<file path="config.mk">
export PLATFORM = sky130hd
export DESIGN_NAME = neuron_classifier
export DESIGN_NICKNAME = d
export VERILOG_FILES = /design/src/rtl/neuron_pkg.sv /design/src/rtl/neuron_mac.sv /design/src/rtl/neuron_classifier.sv
export SDC_FILE = /design/constraint.sdc
export NUM_CORES = 1
export LEC_CHECK = 0
export CAP_MARGIN = 20
export CORE_MARGIN = 10
export CORE_UTILIZATION = 40
export DETAILED_ROUTE_END_ITERATION = 10
export PLACE_DENSITY = 0.58
export SETUP_SLACK_MARGIN = 0.1
export SLEW_MARGIN = 40
export SYNTH_ARGS = -nofsm -noshare
export SYNTH_HDL_FRONTEND = slang
export SYNTH_SLANG_ARGS = --single-unit
export TNS_END_PERCENT = 20
</file>
<file path="constraint.sdc">
create_clock -name clk -period 7 [get_ports clk]
set_input_delay 1.4 -clock clk [delete_from_list [all_inputs] [get_ports clk]]
set_output_delay 1.4 -clock clk [all_outputs]
set_load 0.01 [all_outputs]
</file>
<file path="src/rtl/neuron_pkg.sv">
// Shared constants, label encodings and FSM state type for the neuron classifier.
`timescale 1ns/1ps

package neuron_pkg;

    localparam int XW   = 7;
    localparam int WW   = 14;
    localparam int CNTW = 32;
    localparam int PW   = XW + WW;
    localparam int SW   = 22;

    localparam logic [1:0] T_POS = 2'b01;
    localparam logic [1:0] T_NEG = 2'b11;
    localparam logic [1:0] T_RST = 2'b00;

    localparam logic signed [SW-1:0] SCORE_ZERO = '0;

    typedef enum logic [1:0] {
        ST_IDLE,
        ST_RUN,
        ST_DONE
    } state_t;

    // Zero scores are labelled +1, so only a strictly negative score maps to -1.
    function automatic logic [1:0] label_of(input logic neg);
        return neg ? T_NEG : T_POS;
    endfunction

endpackage

</file>
<file path="src/rtl/neuron_mac.sv">
// First pipeline stage: registers both signed products and the bias.
// It only moves when the output stage can take its contents.
`timescale 1ns/1ps

module neuron_mac
    import neuron_pkg::*;
(
    input  logic                 clk,
    input  logic                 rst,
    input  logic                 advance,
    input  logic                 in_valid,
    input  logic signed [XW-1:0] x1,
    input  logic signed [XW-1:0] x2,
    input  logic signed [WW-1:0] w1,
    input  logic signed [WW-1:0] w2,
    input  logic signed [WW-1:0] b,
    output logic                 out_valid,
    output logic signed [PW-1:0] p1,
    output logic signed [PW-1:0] p2,
    output logic signed [WW-1:0] b_out
);

    // Product registers; the data is held when a bubble passes through.
    always_ff @(posedge clk or negedge rst) begin
        if (!rst) begin
            out_valid <= 1'b0;
            p1        <= '0;
            p2        <= '0;
            b_out     <= '0;
        end else if (advance) begin
            out_valid <= in_valid;
            if (in_valid) begin
                p1    <= PW'(x1) * PW'(w1);
                p2    <= PW'(x2) * PW'(w2);
                b_out <= b;
            end
        end
    end

endmodule

</file>
<file path="src/rtl/neuron_classifier.sv">
// Inference datapath: snapshots w1/w2/b on start, then streams n samples
// through a two-stage MAC pipeline. Each sample produces one +1/-1 label.
// Optional build macro NEURON_SCORE_EN adds the yScore output. This output
// carries the registered signed score.
`timescale 1ns/1ps

module neuron_classifier
    import neuron_pkg::*;
(
    input  logic                   clk,
    input  logic                   rst,
    input  logic                   start,
    input  logic [CNTW-1:0]        nInput,
    input  logic signed [WW-1:0]   w1,
    input  logic signed [WW-1:0]   w2,
    input  logic signed [WW-1:0]   b,
    input  logic signed [XW-1:0]   x1Input,
    input  logic signed [XW-1:0]   x2Input,
    input  logic                   inValid,
    output logic                   inReady,
    output logic                   yValid,
    input  logic                   yReady,
    output logic [1:0]             yClass,
    output logic                   busy,
    output logic                   done,
    output logic [CNTW-1:0]        count
`ifdef NEURON_SCORE_EN
   ,output logic signed [SW-1:0]   yScore
`endif
);

    state_t state, state_next;

    logic [CNTW-1:0]       n_reg;
    logic [CNTW-1:0]       accepted;
    logic signed [WW-1:0]  w1_reg, w2_reg, b_reg;

    logic                  advance, accept, deliver, last_deliver, start_take;

    logic                  s1_valid;
    logic signed [PW-1:0]  p1, p2;
    logic signed [WW-1:0]  b_s1;
    logic signed [SW-1:0]  score_sum;
    logic                  score_neg;

    assign advance      = !yValid || yReady;
    assign deliver      = yValid && yReady;
    assign last_deliver = deliver && ((count + CNTW'(1)) == n_reg);
    assign accept       = inValid && inReady;

    // State register.
    always_ff @(posedge clk or negedge rst) begin
        if (!rst) begin
            state <= ST_IDLE;
        end else begin
            state <= state_next;
        end
    end

    // Next-state logic and outputs decoded from the state.
    always_comb begin
        state_next = state;
        start_take = 1'b0;
        busy       = 1'b0;
        done       = 1'b0;
        inReady    = 1'b0;
        case (state)
            ST_IDLE, ST_DONE: begin
                done = (state == ST_DONE);
                if (start) begin
                    start_take = 1'b1;
                    state_next = (nInput == '0) ? ST_DONE : ST_RUN;
                end
            end
            ST_RUN: begin
                busy    = 1'b1;
                inReady = advance && (accepted < n_reg);
                if (last_deliver) begin
                    state_next = ST_DONE;
                end
            end
            default: state_next = ST_IDLE;
        endcase
    end

    // Run snapshot and progress counters; weight ports are ignored outside an accepted start.
    always_ff @(posedge clk or negedge rst) begin
        if (!rst) begin
            n_reg    <= '0;
            w1_reg   <= '0;
            w2_reg   <= '0;
            b_reg    <= '0;
            count    <= '0;
            accepted <= '0;
        end else if (start_take) begin
            n_reg    <= nInput;
            w1_reg   <= w1;
            w2_reg   <= w2;
            b_reg    <= b;
            count    <= '0;
            accepted <= '0;
        end else begin
            if (accept) begin
                accepted <= accepted + CNTW'(1);
            end
            if (deliver) begin
                count <= count + CNTW'(1);
            end
        end
    end

    neuron_mac u_mac (
        .clk       (clk),
        .rst       (rst),
        .advance   (advance),
        .in_valid  (accept),
        .x1        (x1Input),
        .x2        (x2Input),
        .w1        (w1_reg),
        .w2        (w2_reg),
        .b         (b_reg),
        .out_valid (s1_valid),
        .p1        (p1),
        .p2        (p2),
        .b_out     (b_s1)
    );

    // 22 bits hold the worst case |p1|+|p2|+|b| without overflow.
    assign score_sum = SW'(p1) + SW'(p2) + SW'(b_s1);
    assign score_neg = score_sum < SCORE_ZERO;

    // Output stage: the label is held while the consumer stalls.
    always_ff @(posedge clk or negedge rst) begin
        if (!rst) begin
            yValid <= 1'b0;
            yClass <= T_RST;
        end else if (advance) begin
            yValid <= s1_valid;
            if (s1_valid) begin
                yClass <= label_of(score_neg);
            end
        end
    end

`ifdef NEURON_SCORE_EN
    // Full score, registered alongside the label.
    always_ff @(posedge clk or negedge rst) begin
        if (!rst) begin
            yScore <= '0;
        end else if (advance && s1_valid) begin
            yScore <= score_sum;
        end
    end
`endif

endmodule

</file>
; Word-level counts from Yosys, hierarchy flattened
; Index checks and enable logic that the tools add are counted.
[word_totals]
reg_bits = 200
latchBits = 0
mem_bits_rw = 0
romBits = 0
in_bits = 93
out_inout_bits = 38
wordCells = 54
n_memories = 0
[op_classes]
add_sub_neg = 4
n_mul = 2
n_div = 0
magnitude_cmp = 2
eq_ne = 5
n_shift = 0
mux = 14
bitwise = 0
n_reduce_logical = 14
[op_table]
columns = cell, n
row1 = 32-bit two-way mux, 4
row2 = "32-bit by 1-bit adder with 32-bit output, second input constant", 2
row3 = 7-bit by 14-bit multiplier with 21-bit output, 2
row4 = 32-bit equality test, 1
row5 = 32-bit logical NOT, 1
row6 = 32-bit < comparator, 1
row7 = 21-bit by 21-bit adder with 22-bit output, 1
row8 = 22-bit by 14-bit adder with 22-bit output, 1
row9 = "22-bit by 1-bit < comparator with 1-bit output, second input constant", 1
row10 = 2-bit two-way mux, 4
row11 = 2-bit AND reduction, 3
row12 = 1-bit two-way mux, 5
row13 = 1-bit logical AND, 4
row14 = "2-bit inequality test, second input constant", 2
row15 = 2-bit one-hot mux with 2 select lines, 1
row16 = 2-bit nonzero test, 2
row17 = "2-bit by 1-bit equality test with 1-bit output, second input constant", 1
row18 = "2-bit equality test, second input constant", 1
row19 = 2-bit logical NOT, 1
row20 = 2-bit OR reduction, 1
row21 = 1-bit logical NOT, 1
row22 = 1-bit logical OR, 1

; Logic depth before layout (Yosys ltp)
; Gate-level depths: netlist of the first run.
[depth]
depth_word = 7
mapped_depth = 19
depth_no_buf = 18

; Hierarchy
; A second synthesis of the first run with hierarchy kept.
[unflattened]
hier_cells = 2039
area_unflattened_um2 = 18137.4
[modules_own_cells]
columns = mod, n_inst, cells_each, area_each_um2, seq_area_each_um2
row1 = neuron_mac, 1, 1023, 9153.8, 1426.4
row2 = neuron_classifier, 1, 1016, 8983.6, 3578.4

; Worst setup path after synthesis of the first run
; Ideal clock, no wire load.
[synth_timing]
path_type = input to register
from = in x2Input[6]
to = reg u_mac.p2[20]
setup_time_ns = 0.135
t_arrival_ns = 5.818
required_ns = 6.865
slack_ns = 1.047
path_stages = 18
path_buffers = 1
cell_sequence = inv_1 clkbuf_1 nor2_1 fa_1 fa_1 fa_1 inv_1 fa_1 inv_1 ha_1 a21oi_1 o211ai_1 and4_1 or3_1 nand3_1 o21a_1 xnor2_1 o21ai_0
[synth_via]
elab_chain_cells = 1
[synth_lines]
columns = element, line_no
row1 = from (decl), neuron_classifier.sv:18  ; input logic signed [XW-1:0] x2Input,
row2 = 7-bit by 14-bit multiplier with 21-bit output, neuron_mac.sv:34  ; p2 <= PW'(x2) * PW'(w2);
row3 = to (signal assigned), neuron_mac.sv:34
row4 = to (decl), neuron_mac.sv:19  ; output logic signed [PW-1:0] p2,
; Every way passes these cells.
; A chain may end at the register's enable or synchronous reset.

; Worst setup path in the final report of the first run
[layout_timing]
from = in x2Input[3]
to = reg u_mac.p2[20]
; Same word-level chain as after synthesis.

==> results of run 1 <==
==> cells by family (layout without fill, tap and decap cells) <==
family          after synthesis  in the layout
xor+xnor                    139            139
buf+inv                     323            419
flops                       200            200
fa+ha+maj                   305            305
compound gates              224            224
simple gates                817            817
mux                           5              5
==> Yosys cell counts (6+ instances only) <==
library cell / n / share of area, %
a211oi_1: 11 / 0.46
a21o_1: 12 / 0.50
a21oi_1: 48 / 1.3
and2_1: 152 / 5.3
and3_1: 11 / 0.38
and4_1: 7 / 0.34
buf_1: 6 / 0.13
buf_2: 11 / 0.31
clkbuf_1: 58 / 1.2
dfrtp_1: 200 / 28
fa_1: 168 / 19
ha_1: 137 / 9.6
inv_1: 245 / 5.1
nand2_1: 335 / 7.0
nand2b_1: 12 / 0.42
nand3_1: 42 / 1.2
nand4_1: 26 / 0.91
nor2_1: 121 / 2.5
nor2b_1: 7 / 0.24
nor3_1: 33 / 0.92
nor4_1: 34 / 1.2
o21a_1: 10 / 0.42
o21ai_0: 95 / 2.7
or3_1: 10 / 0.35
xnor2_1: 92 / 4.5
xor2_1: 47 / 2.3
==> worst min-delay path: cells and delay by family, from the launching register on <==
family           cells  cell delay [ps]
DFF                  1              350
and+or+nand+nor      2              100
==> layout make-up <==
type	instances	share of cell area (%)
Clock buffer	18	2.15
Clock inverter	14	0.663
Inverter	245	4.51
Tap cell	592	3.63
Timing Repair Buffer	142	7.04
Sequential cell	200	24.6
Multi-Input combinational cell	1490	57.4
==> metrics by stage <==
stage | hold slack (ps) | cell area (um2) | power [uW] | utilization (%)
floorplan | 439 | 17900 | 3030 | -
detailed placement | 458 | 19800 | 3650 | 44.7
global route | 509 | 20400 | 5050 | 46.1
CTS | 482 | 20400 | 4680 | 46.0
global placement | 451 | 19800 | 3590 | 44.7
finish | 476 | 20400 | 4610 | 46.1
==> layer usage <==
metal / vias to the layer above / track usage (%) / wire length [um]
li1: 6679 / - / -
met1: 6837 / 25.0 / 22300
met2: 257 / 26.4 / 20200
met3: 50 / 3.85 / 2080
met4: 0 / 4.82 / 878
met5: - / 0 / 0
==> worst min path at each step <==
stage | slack, ps | end | from
3_3_place_gp | 450 | yClass[0] | yClass[0]
6_report | 480 | u_mac.b_out[6] | b_reg[6]
2_1_floorplan | 440 | u_mac.b_out[0] | b_reg[0]
3_5_place_dp | 460 | u_mac.b_out[2] | b_reg[2]
4_1_cts | 480 | u_mac.b_out[6] | b_reg[6]
5_1_grt | 510 | b_reg[2] | b_reg[2]
==> power groups by stage <==
stage	Sequential, uW	Clock (uW)	Combinational [uW]
global placement	1560	0	2040
finish	1540	998	2080
CTS	1540	1040	2110
detailed placement	1560	0	2090
floorplan	1480	0	1550
global route	1570	1070	2410
==> results.cfg, run 1 <==
[status]
outcome = finished, final reports clean

[floorplanning]
die_h_um = 232
row_count = 77
die_w_um = 232
design.core.area_um2 = 44200
dieArea_um2 = 53700
io_pins = 131
initial_core_util_pct = 40.5

[sta]
tightestPinTransition_ps = 787
final_hold_viol_count = 0
period_needed_ps = 6250
report.final.slew_viol_count = 0
finalSetupTns_ps = 0
setup_ws_ps = 747
skew_ps = 10.5
max_freq_mhz = 160
setup_violations = 0
rsz0062_at_grt = false
slew_headroom_pct = 47.0
finalCritPeriodShare_pct = 89.3

[route]
dr_total_vias = 13800
drt_drc_violations_left = 0
wl_um = 45500
drt_iter0_drc = 927
antenna_left = 0
viasPerCell = 5.12
drt_pre_antenna_iters = 5
wire_per_inst_um = 16.8

[synth]
synthArstFlopShare_pct = 100
syn_nets = 2411
ys.flop_type = dfrtp_1
synth.distinct_cells = 71
synth_fa_ha_area_share_pct = 28.3
synth_edf_count = 0
synth-xor-area-share_pct = 6.79
synth.area.mux_share_pct = 0.293
yosys.area_share.simple_pct = 22.2
synth_top_family_by_area = adder cells
synthCells = 2013
syn_area_per_cell_um2 = 8.91
ys_seq_area_share_pct = 27.9
synth_seq_cells = 200
yosys_warnings = 0
synth_compound_area_share_pct = 7.63
synth_area_um2 = 17900

[worst_setup_path]
critical_path.top_delay_family = adder cells
crit_slowest_cell = clkdlybuf4s50_1
cp.depth = 17
r2r_start = w2_reg[5]
path_buf_inv = 3
reg2reg_slack_ps = 1930
cp.required_ps = 7340
crit_fanout = 14
reg2regPathDepth = 16
crit_top_cell = fa_1
path_class = primary input to register
cp_slowest_stage_delay_ps = 690
rr_endpoint = u_mac.p2[20]
worst_setup_path_start_kind = primary input
crit_arrival_ps = 6590
crit_start = x2Input[3]
crit_chain = clkdlybuf4s50_1, and2_1, fa_1, fa_1, fa_1, inv_1, fa_1, inv_1, ha_1, a21oi_1, o211ai_1, and4_1, or3_1, nand3_1, o21a_1, xnor2_1, o21ai_0
end_kind = register
crit_end = u_mac.p2[20]

[place]
hpwl_um = 35500
portBuffers = 130
finalWeightedCongestion = 0.881
preCtsSetupSlack_ps = 282
placed_cells = 2668

[power_and_ir_drop]
power.ir.vdd_worst_mv = 0.183
combPwrFrac_pct = 45.1
power.switching_uw = 1880
intPower_uw = 2730
power_density_nw_per_um2 = 226
power_frac_clock_pct = 21.6
leakage_uw = 0.00968
p_seq_share_pct = 33.3
swShare_pct = 40.8

[final_layout]
area.sequential_um2 = 5000
nFillCells = 4293
final_cells = 2701
final_common_cell = nand2_1
multi_input_area_um2 = 11700
area.growth.synth_to_final_pct = 13.7
antenna_cells = 0
layout-drive-gt1-share_pct = 3.22
final_cell_mix = nand2_1, inv_1, dfrtp_1
fin_nets = 2494

[job]
cap_violations = 0

[clock_tree]
clockBufferDepth = 2
htreeDepth = 4
cts_tree = done
holdBufCountCts = 0
cts_setup_buffers = 0
clkTransAtPathRegs_ps = 80
cts_resized = 0
cts_sinks = 200
clk_latency_ps = 490
numCtsBuffers = 17
cts-root-buf = clkbuf_16

[global_routing]
grt_pass1_vias = 14300
overflow = 0
antenna_found_initial = 2
grt_start_max_net_pins = 113
grt_pass1_wl_um = 75800
grt_usage_pct = 17.6

[hold_path]
hold_depth = 2
worstHoldPathType = register to register
No activity file was read; power rests on OpenSTA's default activity.
==> run 2, diff against run 1 <==
Settings changed: CTS_CLUSTER_SIZE from default to 8.
==> results of run 2 <==
No change in the layout: final DEF, timing and power equal those of run 1.
==> run 3, diff against run 2 <==
Settings changed: ABC_CLOCK_PERIOD_IN_PS from default to 7000, CORE_UTILIZATION 40 to 30, PLACE_DENSITY 0.58 to 0.46, RECOVER_POWER from default to 50.
==> run 3 against run 2 <==
Compared with the run above: the flow now finishes with violations (capacitance limit, slew limit); clock power about the same; utilization down 11 points; sequential power barely moved; via count fell by 0.23%; cell count is 6.5% higher.
==> results.cfg, run 3 (same netlist as run 1, synthesis figures left out) <==
[status]
outcome = complete, but fails checks
violations = capacitance limit, slew limit

[worst_setup_path]
crit_top_cell = fa_1
reg2reg_slack_ps = 1900
cp_slowest_stage_delay_ps = 540
path_class = primary input to register
critical_path.top_delay_family = adder cells
path_buf_inv = 4
crit_fanout = 13
crit_arrival_ps = 6590
rr_endpoint = u_mac.p2[19]
worst_setup_path_start_kind = primary input
reg2regPathDepth = 16
crit_slowest_cell = fa_1
crit_chain = clkdlybuf4s50_1, inv_1, nor2_1, fa_1, fa_1, fa_1, inv_1, fa_1, inv_1, ha_1, a21oi_1, o211ai_1, and4_1, or3_1, nand3_1, o21a_1, xnor2_1, o21ai_0
r2r_start = w2_reg[0]
cp.required_ps = 7320
end_kind = register

[route]
wire_per_inst_um = 16.3
viasPerCell = 4.80
drt_iter0_drc = 770
antenna_left = 0
drt_pre_antenna_iters = 5
dr_total_vias = 13800
wl_um = 47000
drt_drc_violations_left = 0

[sta]
slew_headroom_pct = -132
skew_ps = 12.6
finalSetupTns_ps = 0
finalCritPeriodShare_pct = 89.6
report.final.slew_viol_count = 375
period_needed_ps = 6280
final_hold_viol_count = 0
tightestPinTransition_ps = 3490
max_freq_mhz = 159
hold_ws_ps = 476
setup_violations = 0
rsz0062_at_grt = false

[global_routing]
grt_usage_pct = 13.8
antenna_found_initial = 1
grt_start_max_net_pins = 170
overflow = 0
grt_pass1_wl_um = 78700
grt_pass1_vias = 14500

[final_layout]
antenna_cells = 0
final_cell_mix = nand2_1, inv_1, dfrtp_1
fin_nets = 2490
final_common_cell = nand2_1
layout-drive-gt1-share_pct = 2.66
nFillCells = 6044
fin_util_pct = 34.7
final_cells = 2876
area.growth.synth_to_final_pct = 14.4

[power_and_ir_drop]
power_frac_clock_pct = 21.8
swShare_pct = 39.7
p_seq_share_pct = 33.2
leakage_uw = 0.00963
intPower_uw = 2780
power.ir.vdd_worst_mv = 0.175
power.switching_uw = 1830
power_density_nw_per_um2 = 225
combPwrFrac_pct = 45.0

[floorplanning]
die_w_um = 264
io_pins = 131
design.core.area_um2 = 59100
row_count = 89
dieArea_um2 = 69900
initial_core_util_pct = 30.3
die_h_um = 264

[place]
hpwl_um = 37000
placed_cells = 2846
portBuffers = 130
finalWeightedCongestion = 0.882

[clock_tree]
numCtsBuffers = 17
cts_sinks = 200
clkTransAtPathRegs_ps = 70
holdBufCountCts = 0
cts-root-buf = clkbuf_16
clk_latency_ps = 460
htreeDepth = 4
clockBufferDepth = 2
cts_resized = 0
cts_setup_buffers = 0
cts_tree = done

[hold_path]
hp-start = b_reg[13]
hold_end = b_reg[13]
hold_depth = 2
worstHoldPathType = register to register

[job]
cap_violations = 4
[run 3: changes by cell type in the layout (fill, tap and decap cells not counted), sizes merged]
cell,before,now
clkbuf,19,23
clkdlybuf4s25,0,1
clkinv,6,5
clkdlybuf4s50,129,127
buf,12,5
dlygate4sd3,0,2
bufinv,0,2
clkinvlp,1,0
inv,252,248
[run 3: power by group through the flow]
stage | Clock (uW) | Sequential [uW] | Combinational (uW)
finish | 1000 | 1530 | 2080
global route | 1090 | 1570 | 2440
CTS | 1040 | 1540 | 2130
detailed placement | 0 | 1560 | 2120
global placement | 0 | 1560 | 2080
floorplan | 0 | 1480 | 1550
[run 3: metrics by stage]
stage                     power, uW  cell area (um2)  setup WS [ps]
after floorplan                3030            17900           1050
after CTS                      4710            20600            729
after detailed placement       3680            20000            231
after global placement         3640            20000            290
final                          4610            20500            725
after global routing           5100            20500            322
[run 3: metal layers]
layer	wire [um]	up-vias	global-route usage (%)
met5	13	-	0
met4	473	2	2.95
met1	22500	6861	18.7
met2	22300	242	23.0
li1	-	6654	-
met3	1710	32	2.02
[run 3: how the worst max path moves through the flow]
stage	from	to	slack, ps	cells past startpoint
2_1_floorplan	x2Input[6]	u_mac.p2[20]	1050	18
3_3_place_gp	x2Input[6]	u_mac.p2[20]	290	18
3_5_place_dp	x2Input[6]	u_mac.p2[20]	230	18
4_1_cts	x2Input[6]	u_mac.p2[20]	730	18
5_1_grt	rst	accepted[24]	320	2
6_report	x2Input[6]	u_mac.p2[20]	720	18
[run 3: layout make-up]
cell class                 count  area, um2  share of cell area (%)
clock inverter                10        119                   0.580
sequential                   200       5000                    24.4
timing repair buffer         138       1360                    6.61
tap                          773        967                    4.72
multi-input combinational   1490      11700                    57.0
clock buffer                  20        447                    2.18
inverter                     245        920                    4.48
[run 3: worst reg2reg max path, stage by stage (launching register included)]
cell      delay (ps)
dfrtp_1          510
nand2b_1         290
fa_1             530
fa_1             550
inv_1             60
fa_1             530
inv_1             60
fa_1             530
inv_1             40
ha_1             330
a211oi_1         360
o211ai_1         190
a32oi_1          390
a21oi_1          150
o21ba_2          240
xnor2_1          130
o21ai_0           80
==> edit 1 (settings of run 2) <==
Build with the macro `NEURON_SCORE_EN` defined.
--- a/src/rtl/neuron_classifier.sv
+++ b/src/rtl/neuron_classifier.sv
@@ -3,6 +3,8 @@
 // Optional build macro NEURON_SCORE_EN adds the yScore output. This output
 // carries the registered signed score.
 `timescale 1ns/1ps
+
+`define NEURON_SCORE_EN
 
 module neuron_classifier
     import neuron_pkg::*;
New outputs: yScore. Function: not settled (the Yosys comparison gave no result); the edit may change what the design does.
==> edit 1 against run 2 <==
- area after synthesis is 6.5% higher
- sequential cell count rose by 21
- non-clock buffer count up 33
- power is 37% higher
- setup slack got worse by 0.071 ns
- critical path depth increased by 2
- final area up 9.3%
- register-to-register slack got worse by 0.32 ns
- core utilization is 1.5 points higher
- routed wire length increased by 8.3%
- largest power group unchanged
==> edit 1: results (changes against run 2) <==
* Status: finished, final reports clean (unchanged)
* Hold EP: b_reg[4]$_DFFE_PN0P_ (was u_mac.b_out[6]$_DFFE_PN0P_)
* Worst-Margin Slew at 0.8535 ns (was 0.7874 ns)
* Clock Latency Late Sink at 0.53 ns (was 0.49 ns)
* Design area at 22280 um2 (was 20380 um2)
* Vias in the first global route at 15740 (was 14270)
* R2r setup slk at 1.61 ns (was 1.93 ns)
* Synth top area cells: dfrtp_1 29%, fa_1 18%, ha_1 9.0% (was dfrtp_1 28%, fa_1 19%, ha_1 9.6%)
* Worst setup path startpoint: x2Input[6] (was x2Input[3])
* Register area share after synthesis at 28.97% (was 27.92%)
* Depth of the CTS H-tree at 2 (was 4)
* Pleak at 10.51 nW (was 9.678 nW)
* NetSw at 2.558 mW (was 1.882 mW)
* Post-place instance area at 21350 um2 (was 19780 um2)
* Ant. Diodes at 0 (unchanged)
* Syn Nets at 2511 (was 2411)
* Worst setup endpoint: u_mac.p2[20]$_DFFE_PN0P_ (unchanged)
* Share of cells above drive strength 1 at 3.911% (was 3.224%)
* Routed WL at 49.22 mm (was 45.46 mm)
* DP HPWL at 38.56 mm (was 35.49 mm)
* Initial DRC Count at 830 (was 927)
* Worst reg2reg path startpoint: w2_reg[3]$_DFFE_PN0P_ (was w2_reg[5]$_DFFE_PN0P_)
* Antenna violations before repair at 1 (was 2)
* GP Congestion at 0.8796 (was 0.8808)
* Top cell type's share of synthesized area at 28.97% (was 27.92%)
* Total track usage at 17.71% (was 17.56%)
* First-pass GRT wire length at 81.91 mm (was 75.80 mm)
* Netlist cell types at 63 (was 71)
* Comb power frac at 48.2% (was 45.1%)
* Fill count at 4553 (was 4293)
* Clock-pin transition on the worst setup and hold timing paths at 0.05 ns (was 0.08 ns)
* Seq pwr share at 28.3% (was 33.3%)
* Maximum VDD drop at 159.3 uV (was 182.5 uV)
* # port buffers at 152 (was 130)
* Num CTS Buffers at 34 (was 17)
* Hold Startpoint: b_reg[4]$_DFFE_PN0P_ (was b_reg[6]$_DFFE_PN0P_)
* Crit path DAT at 6.73 ns (was 6.59 ns)
* Clock Path Buffers at 3 (was 2)
* Largest net degree at the start of global routing at 149 (was 113)
[edit 1: cell families after synthesis]
logic type,after synthesis,share of synthesized area (%)
buffers and inverters,325,6.469
AOI/OAI and AO/OA,331,10.51
muxes,26,1.508
xor gates and xnor gates,127,5.827
and+or+nand+nor,773,19.85
DFF,221,28.97
adders and majority gates,308,26.86
[edit 1: area by class of cell]
class,instances,area share (%)
clock buffers,38,3.977
clock inverters,4,0.1854
inverters,247,4.162
multi-input cells,1565,55.46
flip-flops and latches,221,24.83
well taps,607,3.410
repair buffers,175,7.976
[edit 1: metal layers]
metal  track usage (%)  part of all wire (%)
met5                 0                     0
met4             5.845                   3.0
met3             3.020                   4.6
met2             30.24                    49
met1             22.36                    44
[edit 1: through the flow]
| step | worst slack (ns) | power (mW) | std cells | hold slack, ns |
|---|---|---|---|---|
| floorplan | 0.9110 | 3.922 | 2111 | 0.4385 |
| global placement | 0.2894 | 4.826 | 2812 | 0.4601 |
| detailed placement | 0.2338 | 4.885 | 2815 | 0.4631 |
| CTS | 0.7700 | 6.439 | 2857 | 0.4780 |
| global route | 0.4040 | 6.933 | 2857 | 0.5057 |
| finish | 0.6766 | 6.339 | 2857 | 0.4788 |
[edit 1: worst max-delay path: stages]
cell             delay (ns)
clkdlybuf4s50_1        0.51
inv_1                  0.29
nor2_1                 0.12
fa_1                   0.52
fa_1                   0.53
fa_1                   0.54
inv_1                  0.05
fa_1                   0.52
inv_1                  0.04
ha_1                   0.36
a21oi_1                0.15
o21ai_0                0.12
a2111oi_0              0.51
buf_4                  0.20
nor3_1                 0.06
o31ai_1                0.35
o21ai_0                0.17
xnor2_1                0.19
o21ai_1                0.07
==> edit 2 (flow settings as in run 2) <==
Made on the original files. Put one more register stage on the output `count`. The value now appears one clock later. The other outputs are not delayed to match.
--- a/src/rtl/neuron_classifier.sv
+++ b/src/rtl/neuron_classifier.sv
@@ -29,6 +29,8 @@
 `endif
 );
 
+    logic [CNTW-1:0] count_s0;
+
     state_t state, state_next;
 
     logic [CNTW-1:0]       n_reg;
@@ -45,7 +47,7 @@
 
     assign advance      = !yValid || yReady;
     assign deliver      = yValid && yReady;
-    assign last_deliver = deliver && ((count + CNTW'(1)) == n_reg);
+    assign last_deliver = deliver && ((count_s0 + CNTW'(1)) == n_reg);
     assign accept       = inValid && inReady;
 
     // State register.
@@ -90,21 +92,21 @@
             w1_reg   <= '0;
             w2_reg   <= '0;
             b_reg    <= '0;
-            count    <= '0;
+            count_s0 <= '0;
             accepted <= '0;
         end else if (start_take) begin
             n_reg    <= nInput;
             w1_reg   <= w1;
             w2_reg   <= w2;
             b_reg    <= b;
-            count    <= '0;
+            count_s0 <= '0;
             accepted <= '0;
         end else begin
             if (accept) begin
                 accepted <= accepted + CNTW'(1);
             end
             if (deliver) begin
-                count <= count + CNTW'(1);
+                count_s0 <= count_s0 + CNTW'(1);
             end
         end
     end
@@ -153,5 +155,9 @@
     end
 `endif
 
+    always_ff @(posedge clk) begin
+        count <= count_s0;
+    end
+
 endmodule
 
Check against the original RTL: not settled (the Yosys comparison gave no result); the edit may change what the design does.
==> edit 2 against run 2 <==
- setup slack gained 0.040 ns
- first-iteration DRC count shrank 15%
- area after synthesis grew 4.8%
- routed wire length grew 4.1%
- largest cell class unchanged
- final area grew 6.4%
- sequential share of layout area grew 1.5 points
- sequential cell count grew 32
- via count grew 4.9%
Power is not compared: it rests on default switching activity, and its combinational part moved more than twofold at a synthesized area within 25%.
==> edit 2: results (changes against run 2) <==
* Multi-input gate area at 11890 um2 (was 11710 um2)
* Register area share after synthesis at 30.06% (was 27.92%)
* Fin util at 46.68% (was 46.09%)
* Worst Skew at 0.01906 ns (was 0.01051 ns)
* Syn Nets at 2485 (was 2411)
* Post-synth ARST share at 86.21% (was 100.0%)
* NonClk Buf Share at 6.669% (was 7.035%)
* DP HPWL at 36.30 mm (was 35.49 mm)
* Total Power at 11.23 mW
* Inverters at 254 (was 245)
* Via count at 14490 (was 13820)
* Fill count at 4534 (was 4293)
* Maximum VDD drop at 375.1 uV
* Synth cell count leaders: 349 x nand2_1, 254 x inv_1, 200 x dfrtp_1, 168 x fa_1, 153 x and2_1 (was 335 x nand2_1, 245 x inv_1, 200 x dfrtp_1, 168 x fa_1, 152 x and2_1)
* First-pass GRT wire length at 79.65 mm (was 75.80 mm)
* Clk tree area frac at 4.592% (was 2.818%)
* Placed cells at 2764 (was 2668)
* Depth of the CTS H-tree at 2 (was 4)
* Worst-Margin Slew at 0.7772 ns (was 0.7874 ns)
* Pre-CTS WS at 0.2273 ns (was 0.2823 ns)
* Num CTS Buffers at 35 (was 17)
* Clock-pin transition on the worst setup and hold timing paths at 0.06 ns (was 0.08 ns)
* Post-place instance area at 20680 um2 (was 19780 um2)
* Largest net degree at the start of global routing at 159 (was 113)
* Clock Latency Late Sink at 0.54 ns (was 0.49 ns)
* Status: finished, final reports clean (unchanged)
* Average wire per standard cell at 16.78 um (was 16.83 um)
* Vias in the first global route at 15030 (was 14270)
* Final #Nets at 2593 (was 2494)
* Total track usage at 17.21% (was 17.56%)
* Share of cells above drive strength 1 at 3.705% (was 3.224%)
* Sw frac at 46.88%
* Die area at 56020 um2 (was 53680 um2)
* Avg Vias per Cell at 5.140 (was 5.118)
* FFs & Latches at 232 (was 200)
* GP Congestion at 0.8671 (was 0.8808)
* Initial DRC Count at 787 (was 927)
* Synth top area cells: dfrtp_1 27%, fa_1 18%, ha_1 9.1% (was dfrtp_1 28%, fa_1 19%, ha_1 9.6%)
* Crit-path max cell delay at 0.71 ns (was 0.69 ns)
* Synthesized area per cell at 8.998 um2 (was 8.905 um2)
* Non-clock buffers at 144 (was 142)
* Multi-input gate count at 1528 (was 1490)
* Register share of the cell area at 26.03% (was 24.56%)
* Detailed Routing Iterations Pass 1 at 7 (was 5)
* Clock buf count at 53 (was 18)
* CP Max Fanout at 14 (unchanged)
* Antenna violations before repair at 0 (was 2)
* Netlist cell types at 74 (was 71)
* Crit path DAT at 6.60 ns (was 6.59 ns)
* Clock Path Buffers at 3 (was 2)
edit 2: cell count changes in the layout (fill, tap and decap cells not counted), sizes merged, moves of 20 or more:
cell / change
a21oi: +21
dfxtp: +32
xnor2: -23
and3: +20
clkbuf: +35
edit 2: cell families after synthesis:
logic type                 share of synthesized area (%)
muxes                                             0.1133
buffers and inverters                              6.716
xor gates and xnor gates                           5.084
AOI/OAI and AO/OA                                  9.281
adders and majority gates                          27.09
and+or+nand+nor                                    21.65
DFF                                                30.06
edit 2: worst paths after layout:
kind | cells past startpoint | to | start | slack (ns)
setup / recovery | 19 | u_mac.p2[20]$_DFFE_PN0P_ | x2Input[2] | 0.79
hold / removal | 2 | u_mac.b_out[1]$_DFFE_PN0P_ | b_reg[1]$_DFFE_PN0P_ | 0.47
setup reg to reg | 17 | u_mac.p1[20]$_DFFE_PN0P_ | w1_reg[0]$_DFFE_PN0P_ | 1.88
hold reg to reg | 2 | u_mac.b_out[1]$_DFFE_PN0P_ | b_reg[1]$_DFFE_PN0P_ | 0.47
max in group asynchronous | 2 | accepted[19]$_DFFE_PN0P_ | rst | 5.01
min in group asynchronous | 1 | w1_reg[12]$_DFFE_PN0P_ | rst | 0.84
edit 2: per-layer routing:
metal  GRT usage [%]  part of all wire (%)  vias to the layer above
met5               0                     0                        -
met4           5.115                   2.4                        0
met3           2.906                   3.7                       63
met2           28.74                    48                      248
met1           22.44                    46                     7178
li1                -                     -                     7005
edit 2: worst reg2reg max path: cells and delay by family (launching register included):
kind	cells	cell delay, ns
adder cells (fa/ha/maj)	5	2.46
flip-flops	1	0.52
AND/OR/NAND/NOR	2	0.39
buffers and inverters	3	0.15
AO/OA/AOI/OAI	6	1.28
XOR/XNOR	1	0.16
